File: src/rtl/riscv_pkg.sv
// -----------------------------------------------------------------------------
// riscv_pkg
// Shared definitions for the multicycle RV32 core: controller state
// encodings, major opcodes, ALU operand/operation select codes, trap causes,
// and the bundle of per-state datapath control lines.
// No ports (package).
// -----------------------------------------------------------------------------
package riscv_pkg;

    // Controller states; the numeric values are visible on the debug port.
    typedef enum logic [3:0] {
        S_FETCH    = 4'd0,
        S_DECODE   = 4'd1,
        S_EXEC_R   = 4'd2,
        S_EXEC_I   = 4'd3,
        S_MEM_ADDR = 4'd4,
        S_MEM_RD   = 4'd5,
        S_MEM_WR   = 4'd6,
        S_WB_ALU   = 4'd7,
        S_WB_MEM   = 4'd8,
        S_BRANCH   = 4'd9,
        S_TRAP     = 4'd10
    } state_t;

    // Major opcodes (IR[6:0])
    localparam logic [6:0] OPC_OP     = 7'b0110011;
    localparam logic [6:0] OPC_OP_IMM = 7'b0010011;
    localparam logic [6:0] OPC_LOAD   = 7'b0000011;
    localparam logic [6:0] OPC_STORE  = 7'b0100011;
    localparam logic [6:0] OPC_BRANCH = 7'b1100011;

    // ALU A input select
    localparam logic [1:0] ALU_A_PC     = 2'b00;
    localparam logic [1:0] ALU_A_OLD_PC = 2'b01;
    localparam logic [1:0] ALU_A_RS1    = 2'b10;

    // ALU B input select
    localparam logic [1:0] ALU_B_RS2  = 2'b00;
    localparam logic [1:0] ALU_B_FOUR = 2'b01;
    localparam logic [1:0] ALU_B_IMM  = 2'b10;

    // ALU operation class, decoded further by the ALU decoder
    localparam logic [1:0] ALU_OP_ADD   = 2'b00;
    localparam logic [1:0] ALU_OP_SUB   = 2'b01;
    localparam logic [1:0] ALU_OP_RTYPE = 2'b10;

    // Trap causes
    localparam logic [1:0] CAUSE_NONE    = 2'b00;
    localparam logic [1:0] CAUSE_ILLEGAL = 2'b01;
    localparam logic [1:0] CAUSE_TIMEOUT = 2'b10;

    // All control lines the controller drives, so one '0 clears them at once.
    typedef struct packed {
        logic       mem_req;
        logic       mem_we;
        logic       i_or_d;
        logic       ir_write;
        logic       pc_write;
        logic       pc_write_cond;
        logic       pc_src;
        logic [1:0] alu_src_a;
        logic [1:0] alu_src_b;
        logic [1:0] alu_op;
        logic       reg_write;
        logic       mem_to_reg;
        logic       retire;
        logic       trap;
    } ctrl_t;

endpackage

File: src/rtl/multicycle_control_if.sv
// -----------------------------------------------------------------------------
// multicycle_control_if
// Shared-memory request/acknowledge bundle between the controller and memory.
//   mem_req   : access request (controller -> memory)
//   mem_we    : write strobe, valid with mem_req
//   i_or_d    : address select, 0 = PC, 1 = ALUOut
//   mem_ready : acknowledge (memory -> controller)
// Modports: master = controller side, slave = memory side.
// -----------------------------------------------------------------------------
interface multicycle_control_if;

    logic mem_req;
    logic mem_we;
    logic i_or_d;
    logic mem_ready;

    modport master (
        output mem_req,
        output mem_we,
        output i_or_d,
        input  mem_ready
    );

    modport slave (
        input  mem_req,
        input  mem_we,
        input  i_or_d,
        output mem_ready
    );

endinterface

File: src/rtl/mem_wait_timer.sv
// -----------------------------------------------------------------------------
// mem_wait_timer
// Counts unacknowledged memory-request cycles and flags when the current
// cycle is the last one allowed before a timeout.
//   clk, rst : clock, synchronous active-high reset
//   clear    : restart the count (state change)
//   count_en : request pending and not acknowledged this cycle
//   limit    : maximum unacknowledged cycles; 0 disables the timeout
//   expired  : the count has reached limit-1
// -----------------------------------------------------------------------------
module mem_wait_timer #(
    parameter int W = 5
) (
    input  logic         clk,
    input  logic         rst,
    input  logic         clear,
    input  logic         count_en,
    input  logic [W-1:0] limit,
    output logic         expired
);

    logic [W-1:0] cnt_q;
    logic [W-1:0] cnt_d;

    // NOTE: combinational blocks assign every output a default first so no
    // path can leave a value unassigned and infer a latch.
    always_comb begin
        cnt_d = cnt_q;
        if (clear) begin
            cnt_d = '0;
        end else if (count_en) begin
            cnt_d = cnt_q + W'(1);
        end
    end

    // NOTE: state registers use non-blocking assignments so every flop
    // samples the pre-edge value, independent of block ordering.
    always_ff @(posedge clk) begin
        if (rst) begin
            cnt_q <= '0;
        end else begin
            cnt_q <= cnt_d;
        end
    end

    // Flag the limit-th waiting cycle itself, so a ready in that same cycle
    // can still win over the timeout.
    assign expired = (limit != '0) && (cnt_q == limit - W'(1));

endmodule

File: src/rtl/multicycle_control.sv
// -----------------------------------------------------------------------------
// multicycle_control
// State sequencer for the multicycle RV32 core. Drives memory, register
// file, ALU and PC-mux controls per state, holds memory accesses until
// acknowledged, traps on illegal opcodes and memory timeouts, and keeps
// cycle / retired-instruction counters.
//   clk, rst      : clock, synchronous active-high reset
//   opcode        : IR[6:0], valid from DECODE onward
//   mem           : memory handshake (master modport)
//   ir_write      : load IR and old_pc
//   pc_write      : unconditional PC load
//   pc_write_cond : PC load if ALU zero
//   pc_src        : 0 = ALU result, 1 = ALUOut
//   alu_src_a/b   : ALU operand selects
//   alu_op        : ALU operation class
//   reg_write     : register write enable
//   mem_to_reg    : write-back source, 0 = ALUOut, 1 = MDR
//   retire        : one-cycle pulse in the last state of an instruction
//   trap, cause   : trap flag and held cause
//   state         : current state (debug)
//   cycle_cnt     : cycles since reset
//   instret_cnt   : instructions retired since reset
// -----------------------------------------------------------------------------
module multicycle_control
    import riscv_pkg::*;
#(
    parameter int CNT_W    = 32,
    parameter int WAIT_MAX = 16
) (
    input  logic                 clk,
    input  logic                 rst,
    input  logic [6:0]           opcode,
    multicycle_control_if.master mem,
    output logic                 ir_write,
    output logic                 pc_write,
    output logic                 pc_write_cond,
    output logic                 pc_src,
    output logic [1:0]           alu_src_a,
    output logic [1:0]           alu_src_b,
    output logic [1:0]           alu_op,
    output logic                 reg_write,
    output logic                 mem_to_reg,
    output logic                 retire,
    output logic                 trap,
    output logic [1:0]           cause,
    output logic [3:0]           state,
    output logic [CNT_W-1:0]     cycle_cnt,
    output logic [CNT_W-1:0]     instret_cnt
);

    localparam int TMR_W = (WAIT_MAX < 1) ? 1 : $clog2(WAIT_MAX + 1);

    state_t           state_q;
    state_t           state_d;
    logic [1:0]       cause_q;
    logic [1:0]       cause_d;
    ctrl_t            ctrl;
    ctrl_t            ctrl_out;
    logic [CNT_W-1:0] cycle_q;
    logic [CNT_W-1:0] instret_q;
    logic             timer_expired;
    logic             timer_clear;
    logic             timer_en;

    mem_wait_timer #(
        .W (TMR_W)
    ) u_wait_timer (
        .clk      (clk),
        .rst      (rst),
        .clear    (timer_clear),
        .count_en (timer_en),
        .limit    (TMR_W'(WAIT_MAX)),
        .expired  (timer_expired)
    );

    // Next-state and control decode. Controls are Moore except ir_write /
    // pc_write in FETCH and retire in MEM_WR, which follow mem_ready.
    always_comb begin
        state_d = state_q;
        cause_d = cause_q;
        ctrl    = '0;

        unique case (state_q)
            S_FETCH: begin
                ctrl.mem_req   = 1'b1;
                ctrl.alu_src_a = ALU_A_PC;
                ctrl.alu_src_b = ALU_B_FOUR;
                ctrl.alu_op    = ALU_OP_ADD;
                ctrl.ir_write  = mem.mem_ready;
                ctrl.pc_write  = mem.mem_ready;
                if (mem.mem_ready) begin
                    state_d = S_DECODE;
                end else if (timer_expired) begin
                    state_d = S_TRAP;
                    cause_d = CAUSE_TIMEOUT;
                end
            end

            S_DECODE: begin
                // Branch target old_pc + imm is parked in ALUOut here.
                ctrl.alu_src_a = ALU_A_OLD_PC;
                ctrl.alu_src_b = ALU_B_IMM;
                ctrl.alu_op    = ALU_OP_ADD;
                case (opcode)
                    OPC_OP:               state_d = S_EXEC_R;
                    OPC_OP_IMM:           state_d = S_EXEC_I;
                    OPC_LOAD, OPC_STORE:  state_d = S_MEM_ADDR;
                    OPC_BRANCH:           state_d = S_BRANCH;
                    default: begin
                        state_d = S_TRAP;
                        cause_d = CAUSE_ILLEGAL;
                    end
                endcase
            end

            S_EXEC_R: begin
                ctrl.alu_src_a = ALU_A_RS1;
                ctrl.alu_src_b = ALU_B_RS2;
                ctrl.alu_op    = ALU_OP_RTYPE;
                state_d        = S_WB_ALU;
            end

            S_EXEC_I: begin
                ctrl.alu_src_a = ALU_A_RS1;
                ctrl.alu_src_b = ALU_B_IMM;
                ctrl.alu_op    = ALU_OP_ADD;
                state_d        = S_WB_ALU;
            end

            S_MEM_ADDR: begin
                ctrl.alu_src_a = ALU_A_RS1;
                ctrl.alu_src_b = ALU_B_IMM;
                ctrl.alu_op    = ALU_OP_ADD;
                state_d        = (opcode == OPC_LOAD) ? S_MEM_RD : S_MEM_WR;
            end

            S_MEM_RD: begin
                ctrl.mem_req = 1'b1;
                ctrl.i_or_d  = 1'b1;
                if (mem.mem_ready) begin
                    state_d = S_WB_MEM;
                end else if (timer_expired) begin
                    state_d = S_TRAP;
                    cause_d = CAUSE_TIMEOUT;
                end
            end

            S_MEM_WR: begin
                ctrl.mem_req = 1'b1;
                ctrl.mem_we  = 1'b1;
                ctrl.i_or_d  = 1'b1;
                ctrl.retire  = mem.mem_ready;
                if (mem.mem_ready) begin
                    state_d = S_FETCH;
                end else if (timer_expired) begin
                    state_d = S_TRAP;
                    cause_d = CAUSE_TIMEOUT;
                end
            end

            S_WB_ALU: begin
                ctrl.reg_write  = 1'b1;
                ctrl.mem_to_reg = 1'b0;
                ctrl.retire     = 1'b1;
                state_d         = S_FETCH;
            end

            S_WB_MEM: begin
                ctrl.reg_write  = 1'b1;
                ctrl.mem_to_reg = 1'b1;
                ctrl.retire     = 1'b1;
                state_d         = S_FETCH;
            end

            S_BRANCH: begin
                ctrl.alu_src_a     = ALU_A_RS1;
                ctrl.alu_src_b     = ALU_B_RS2;
                ctrl.alu_op        = ALU_OP_SUB;
                ctrl.pc_write_cond = 1'b1;
                ctrl.pc_src        = 1'b1;
                ctrl.retire        = 1'b1;
                state_d            = S_FETCH;
            end

            S_TRAP: begin
                // Sticky until reset; cause_q simply holds.
                ctrl.trap = 1'b1;
            end

            default: begin
                state_d = S_FETCH;
            end
        endcase
    end

    // The wait count covers one request only, so any state change restarts it.
    assign timer_en    = ctrl.mem_req & ~mem.mem_ready;
    assign timer_clear = (state_d != state_q);

    // While reset is sampled, drop every control line so an in-flight request
    // (or write strobe) is withdrawn for that cycle.
    assign ctrl_out = rst ? '0 : ctrl;

    always_ff @(posedge clk) begin
        if (rst) begin
            state_q   <= S_FETCH;
            cause_q   <= CAUSE_NONE;
            cycle_q   <= '0;
            instret_q <= '0;
        end else begin
            state_q   <= state_d;
            cause_q   <= cause_d;
            cycle_q   <= cycle_q + CNT_W'(1);
            instret_q <= instret_q + CNT_W'(ctrl.retire);
        end
    end

    assign mem.mem_req   = ctrl_out.mem_req;
    assign mem.mem_we    = ctrl_out.mem_we;
    assign mem.i_or_d    = ctrl_out.i_or_d;
    assign ir_write      = ctrl_out.ir_write;
    assign pc_write      = ctrl_out.pc_write;
    assign pc_write_cond = ctrl_out.pc_write_cond;
    assign pc_src        = ctrl_out.pc_src;
    assign alu_src_a     = ctrl_out.alu_src_a;
    assign alu_src_b     = ctrl_out.alu_src_b;
    assign alu_op        = ctrl_out.alu_op;
    assign reg_write     = ctrl_out.reg_write;
    assign mem_to_reg    = ctrl_out.mem_to_reg;
    assign retire        = ctrl_out.retire;
    assign trap          = ctrl_out.trap;
    assign cause         = cause_q;
    assign state         = state_q;
    assign cycle_cnt     = cycle_q;
    assign instret_cnt   = instret_q;

endmodule

File: src/flat_wrapper.sv
// flat-port wrapper written by rule: the top's interface ports become plain ports
module multicycle_control_flat import riscv_pkg::*;
#(
    parameter int CNT_W    = 32,
    parameter int WAIT_MAX = 16
)
  (clk, rst, opcode, ir_write, pc_write, pc_write_cond, pc_src, alu_src_a, alu_src_b, alu_op, reg_write, mem_to_reg, retire, trap, cause, state, cycle_cnt, instret_cnt, mem_mem_req, mem_mem_we, mem_i_or_d, mem_mem_ready);
  multicycle_control_if mem_i ();
  input  logic clk;
  input  logic rst;
  input  logic [6:0] opcode;
  output logic ir_write;
  output logic pc_write;
  output logic pc_write_cond;
  output logic pc_src;
  output logic [1:0] alu_src_a;
  output logic [1:0] alu_src_b;
  output logic [1:0] alu_op;
  output logic reg_write;
  output logic mem_to_reg;
  output logic retire;
  output logic trap;
  output logic [1:0] cause;
  output logic [3:0] state;
  output logic [CNT_W-1:0] cycle_cnt;
  output logic [CNT_W-1:0] instret_cnt;
  output wire logic [$bits(mem_i.mem_req)-1:0] mem_mem_req;
  output wire logic [$bits(mem_i.mem_we)-1:0] mem_mem_we;
  output wire logic [$bits(mem_i.i_or_d)-1:0] mem_i_or_d;
  input wire logic [$bits(mem_i.mem_ready)-1:0] mem_mem_ready;
  assign mem_mem_req = mem_i.mem_req;
  assign mem_mem_we = mem_i.mem_we;
  assign mem_i_or_d = mem_i.i_or_d;
  assign mem_i.mem_ready = mem_mem_ready;
  multicycle_control #(.CNT_W(CNT_W), .WAIT_MAX(WAIT_MAX)) u_core (.clk(clk), .rst(rst), .opcode(opcode), .mem(mem_i), .ir_write(ir_write), .pc_write(pc_write), .pc_write_cond(pc_write_cond), .pc_src(pc_src), .alu_src_a(alu_src_a), .alu_src_b(alu_src_b), .alu_op(alu_op), .reg_write(reg_write), .mem_to_reg(mem_to_reg), .retire(retire), .trap(trap), .cause(cause), .state(state), .cycle_cnt(cycle_cnt), .instret_cnt(instret_cnt));
endmodule
File: config.mk
export PLATFORM = sky130hd
export DESIGN_NAME = multicycle_control_flat
export DESIGN_NICKNAME = d
export VERILOG_FILES = /design/src/rtl/riscv_pkg.sv /design/src/rtl/multicycle_control_if.sv /design/src/rtl/mem_wait_timer.sv /design/src/rtl/multicycle_control.sv /design/src/flat_wrapper.sv
export SDC_FILE = /design/constraint.sdc
export NUM_CORES = 1
export LEC_CHECK = 0
export BUFFER_PORTS_ARGS = -buffer_cell sky130_fd_sc_hd__buf_2
export CAP_MARGIN = 20
export CORE_MARGIN = 1
export CORE_UTILIZATION = 50
export CTS_BUF_LIST = sky130_fd_sc_hd__clkbuf_8
export DETAILED_ROUTE_END_ITERATION = 6
export GPL_TIMING_DRIVEN = 0
export PLACE_DENSITY = 0.79
export REMOVE_ABC_BUFFERS = 1
export SLEW_MARGIN = 15
export SYNTH_ARGS = -nofsm -noshare
export SYNTH_HDL_FRONTEND = slang
export SYNTH_HIERARCHICAL = 1
export SYNTH_SLANG_ARGS = --single-unit
File: constraint.sdc
create_clock -name clk -period 2.7 [get_ports clk]
set_input_delay 0.675 -clock clk [delete_from_list [all_inputs] [get_ports clk]]
set_output_delay 0.675 -clock clk [all_outputs]
set_load 0.01 [all_outputs]
== Yosys cells after proc, flatten, opt, wreduce, memory -nomap -nowiden ==
Index checks and enable logic that the tools add are counted.
Storage, ports and cells
  register bits: 75
  output and inout port bits: 87
  word-level logic and storage cells: 62
Cells by class
  $add $sub $neg: 3
  equal/unequal tests: 20
  multiplexer cells: 21
  bitwise operators: 2
  reductions and logical operators: 11
Operators with widths (number)
  32-bit by 1-bit adder with 32-bit output: 1
  32-bit by 1-bit adder with 32-bit output (second input constant): 1
  6-bit case mux with 5 select lines: 1
  4-bit case mux with 7 select lines: 1
  17-bit 2-to-1 mux: 1
  4-bit by 3-bit == test with 1-bit output (second input constant): 4
  4-bit 2-to-1 mux: 4
  4-bit case mux with 4 select lines: 1
  7-bit by 6-bit == test with 1-bit output (second input constant): 2
  4-bit == test (second input constant): 3
  2-bit 2-to-1 mux: 6
  2-bit OR reduction: 5
  4-bit by 2-bit == test with 1-bit output (second input constant): 2
  2-bit case mux with 2 select lines: 2
  7-bit by 2-bit == test with 1-bit output (second input constant): 1
  7-bit by 5-bit == test with 1-bit output (second input constant): 1
  7-bit == test (second input constant): 1
  3-bit OR reduction: 2
  5-bit by 1-bit adder with 5-bit output (second input constant): 1
  5-bit by 4-bit == test with 1-bit output (second input constant): 1
  5-bit OR reduction: 1
  4-bit by 1-bit == test with 1-bit output (second input constant): 1
  4-bit zero test: 1
  1-bit 2-to-1 mux: 4
  8 further kinds: 9

== Longest topological paths before layout ==
  word-level depth: 6
  gate-level depth with buffers: 12

== Cells and area by module ==
The synthesis kept the hierarchy.
Modules (own cells, without submodules)
  multicycle_control: instances 1, cells an instance 419, area an instance 3497.1 µm², sequential area each 1401.3 µm²
  mem_wait_timer: instances 1, cells an instance 36, area an instance 324.1 µm², sequential area each 100.1 µm²

== Worst setup path before layout ==
OpenSTA, ideal clock, no wires.
  path type: register -> register
  from: reg u_core.state_q[2], in the netlist u_core/state[2]
  to: reg u_core.instret_q[12], in the netlist u_core/instret_cnt[12]
  arrival time: 2.529 ns
  required time: 2.572 ns
  setup slack: 0.043 ns
  cell stages (with the launch flop): 13
  path buffers: 3
  clock period less this slack: 2.657 ns
  path through: dfxtp_1 buf_1 buf_1 o211ai_1 o21ai_0 ha_1 ha_1 and4_1 buf_2 nor2b_1 and4_1 xnor2_1 nor2_1
Between the ends
  word-level cells in the longest chain between the ends: 4
  elaborated cells between the ends (all ways): 7
  classes of those cells: add/sub: 1; eq/ne: 4; mux: 1; reduce/logical: 1
RTL lines
  start: declaration: RTL line multicycle_control.sv:53  | state_t state_q;
  start signal: assignment: RTL line multicycle_control.sv:211  | state_q <= state_d;
  4-bit by 3-bit == test with 1-bit output / 4-bit == test (equally long branches): RTL line multicycle_control.sv:83  | unique case (state_q)
  3-bit OR reduction (no source line)
  1-bit case mux with 2 select lines (*): RTL line multicycle_control.sv:83
  32-bit by 1-bit adder with 32-bit output (*): RTL line multicycle_control.sv:214  | instret_q <= instret_q + CNT_W'(ctrl.retire);
  end signal: assignment: RTL line multicycle_control.sv:214
  end: declaration: RTL line multicycle_control.sv:60  | logic [CNT_W-1:0] instret_q;
Every way passes the cells marked *; elsewhere a longest branch is shown, timed or not.
A chain may end at the register's enable or synchronous reset.

== Final worst setup path ==
  from: in rst
  to: out mem_mem_req
Between the ends
  word-level cells in the longest chain between the ends: 1
RTL lines
  start: declaration: RTL line flat_wrapper.sv:10  | input logic rst;
  17-bit 2-to-1 mux: RTL line multicycle_control.sv:202  | assign ctrl_out = rst ? '0 : ctrl;
  end: declaration: RTL line flat_wrapper.sv:27  | output wire logic [$bits(mem_i.mem_req)-1:0] mem_mem_req;
No other way between the ends.

==> metrics.txt <==
Fin Clk Skew 0.0130 ns; power density cells 635 nW/um2; most common cell after layout, fill and taps aside buf_2; Syn Inst Count 455; kind of critical path in -> out; final worst setup slack 0.171 ns; Die H 89.4 um; via/cell ratio 5.30; maxcap violations 0; FF-to-FF Start u_core/state[2]; NumNets Final 565; critical path arrival 1.85 ns; number of global-route vias before repair 2885; Max Slew Vio Count 0; drt drc 0; hold buffer count at CTS 0; Crit path depth 5; drt pass-1 iters 4; fmax 0.395 GHz; DP Worst Slack -0.357 ns; clock transition at the registers of the reported paths 0.08 ns; Max-slew headroom 0.247; Worst R2R Path Depth 9; synthesized cell area 3820 um2; worst-path fanout max 46; Netlist cell types 51; most frequent cells in the layout buf_2 (95), nor2_1 (85), dfxtp_1 (71); clk sink count 75; register area share after synthesis 0.393; setup TNS 0 ns; buffers added on ports 96; crit-path max cell delay 0.36 ns; Ys Warns 6; origin of the worst setup path rst; status finished clean; Buf/Inv on CP 3; placed cells 638; ys flop type dfxtp_1; total gr overflow 0; synthesis-to-finish area growth 21.1%; Clock Latency Late Sink 0.34 ns; layout cells sized above 1 0.236; number of synthesized flops with an enable pin 0; Final setup viols 0; fin crit period 2.53 ns; Worst-Margin Slew 1.12 ns; syn_area_per_cell 8.40 um2; Ant. Diodes 0; DR WL/cell 12.9 um; dpl hpwl 5960 um; CP max-delay cell buf_4; DRT Wirelength 8430 um; Die X-Extent 89.4 um; RSZ-0062 raised after global routing no; Core Footprint 7330 um2; Worst R2R End u_core/instret_cnt[12]; Crit. End Element output pin; worst-case vdd ir drop 0.000361 V; CTS Buffer Depth 2; total CTS buffers 9; Root Driver clkbuf_8; Worst setup SP type input port; starting DRC count in detailed routing 189; setup bufs post-CTS 0; Post-synth ARST share 0; Core Util, Final 0.631; Vias 3466; Initial Util 0.521; largest net degree at the start of global routing 47; H-tree depth 3; Final Total Pwr 2940 uW; Static Leak 0.00203 uW; Crit path max-delay family buffers and inverters; Synth Register Bits 75; post-route insts no fill 654; crit-path cells buf_4, buf_12, nor4_1, or2_2, buf_2; min-delay worst type reg -> reg; final hold vios 0; total track usage 0.209; initial antenna violation count 0; I/O pins 97; first-pass GRT wire length 13100 um; Final ANT Viol Nets 0; Critical Path RT 2.03 ns; CP endpoint mem_mem_req; die area 8000 um2; internal reg-to-reg setup slack 0.24 ns; # rows 31; final cycle utilization of the critical path 0.937; CTS tree done; placer congestion estimate 0.911
layer usage:
| layer | routed length (um) | track usage |
|---|---|---|
| met3 | 415 | 0.0554 |
| met2 | 4180 | 0.364 |
| met5 | 0 | 0 |
| met4 | 76 | 0.0620 |
| met1 | 3760 | 0.253 |
sequential cells by signal, indices dropped and copies added, names as in the netlist:
signal	cells
u_core/u_wait_timer/cnt_q	5
u_core/instret_cnt	32
u_core/cycle_cnt	32
u_core/cause	2
u_core/state	4
cells in the mapped netlist (2+ instances only):
| master | number | area [um2] |
|---|---|---|
| nand2b_1 | 3 | 18.8 |
| dfxtp_1 | 75 | 1500 |
| a22oi_1 | 2 | 15.0 |
| buf_1 | 4 | 15.0 |
| nor4_1 | 5 | 31.3 |
| buf_2 | 5 | 25.0 |
| nand3_1 | 25 | 125 |
| xnor2_1 | 19 | 166 |
| a21oi_1 | 10 | 50.1 |
| buf_4 | 3 | 22.5 |
| nor2b_1 | 9 | 56.3 |
| nor3_1 | 11 | 55.1 |
| a32oi_1 | 2 | 17.5 |
| clkbuf_1 | 11 | 41.3 |
| o31a_1 | 2 | 17.5 |
| nor4_2 | 2 | 25.0 |
| ha_1 | 5 | 62.6 |
| or4_1 | 2 | 15.0 |
| inv_1 | 10 | 37.5 |
| nand2_1 | 26 | 97.6 |
| a31oi_1 | 3 | 18.8 |
| or2_2 | 4 | 25.0 |
| and2_1 | 3 | 18.8 |
| o32a_1 | 2 | 20.0 |
| xor2_1 | 51 | 447 |
| and4_1 | 5 | 43.8 |
| o211ai_1 | 2 | 15.0 |
| nor4_4 | 2 | 42.5 |
| nor2_1 | 85 | 319 |
| or3_1 | 5 | 31.3 |
| and3_1 | 9 | 56.3 |
| o21ai_0 | 8 | 40.0 |
| conb_1 | 2 | 7.51 |
| nand4_1 | 23 | 144 |
| o31ai_1 | 2 | 15.0 |
| a211o_1 | 3 | 26.3 |
where the power goes:
group          internal [uW]  total [uW]  switching, uW
sequential              1160        1300            138
clock                    546         953            408
combinational            301         688            387
total                   2010        2940            933
what timing repair did:
item / CTS / global route
cloned: 0 / 0
gates resized for setup: 5 / 5
endpoints found under the setup margin: 19 / 17
layout make-up:
type,instances,area (um2)
Tap cell,99,124
Timing Repair Buffer,97,503
Sequential cell,75,1510
Inverter,10,37.5
Multi-Input combinational cell,357,2220
Fill cell,657,2710
Clock inverter,6,87.6
Clock buffer,10,138
worst min-delay path by stage:
| stage | start | end | cells after the start |
|---|---|---|---|
| 3_5_place_dp | u_core/cycle_cnt[0] | u_core/cycle_cnt[0] | 1 |
| 5_1_grt | u_core/cycle_cnt[0] | u_core/cycle_cnt[0] | 1 |
| 3_3_place_gp | u_core/cycle_cnt[0] | u_core/cycle_cnt[0] | 1 |
| 2_1_floorplan | u_core/cycle_cnt[0] | u_core/cycle_cnt[0] | 1 |
| 4_1_cts | u_core/cycle_cnt[0] | u_core/cycle_cnt[0] | 1 |
| 6_report | u_core/cycle_cnt[0] | u_core/cycle_cnt[0] | 1 |
stage by stage:
step	instance area (um2)	hold slack, ns
6_report	4630	0.484
5_1_grt	4630	0.502
4_1_cts	4610	0.484
3_5_place_dp	4380	0.458
3_3_place_gp	4360	0.456
2_1_floorplan	3750	0.480
cells by family after synthesis:
family / share of synthesized area
simple gates: 0.310
flops: 0.393
xor+xnor: 0.160
compound gates: 0.0783
buf+inv: 0.0370
fa+ha+maj: 0.0164
other cells: 0.00197
mux: 0.00262
(Power assumes the default switching activity.)
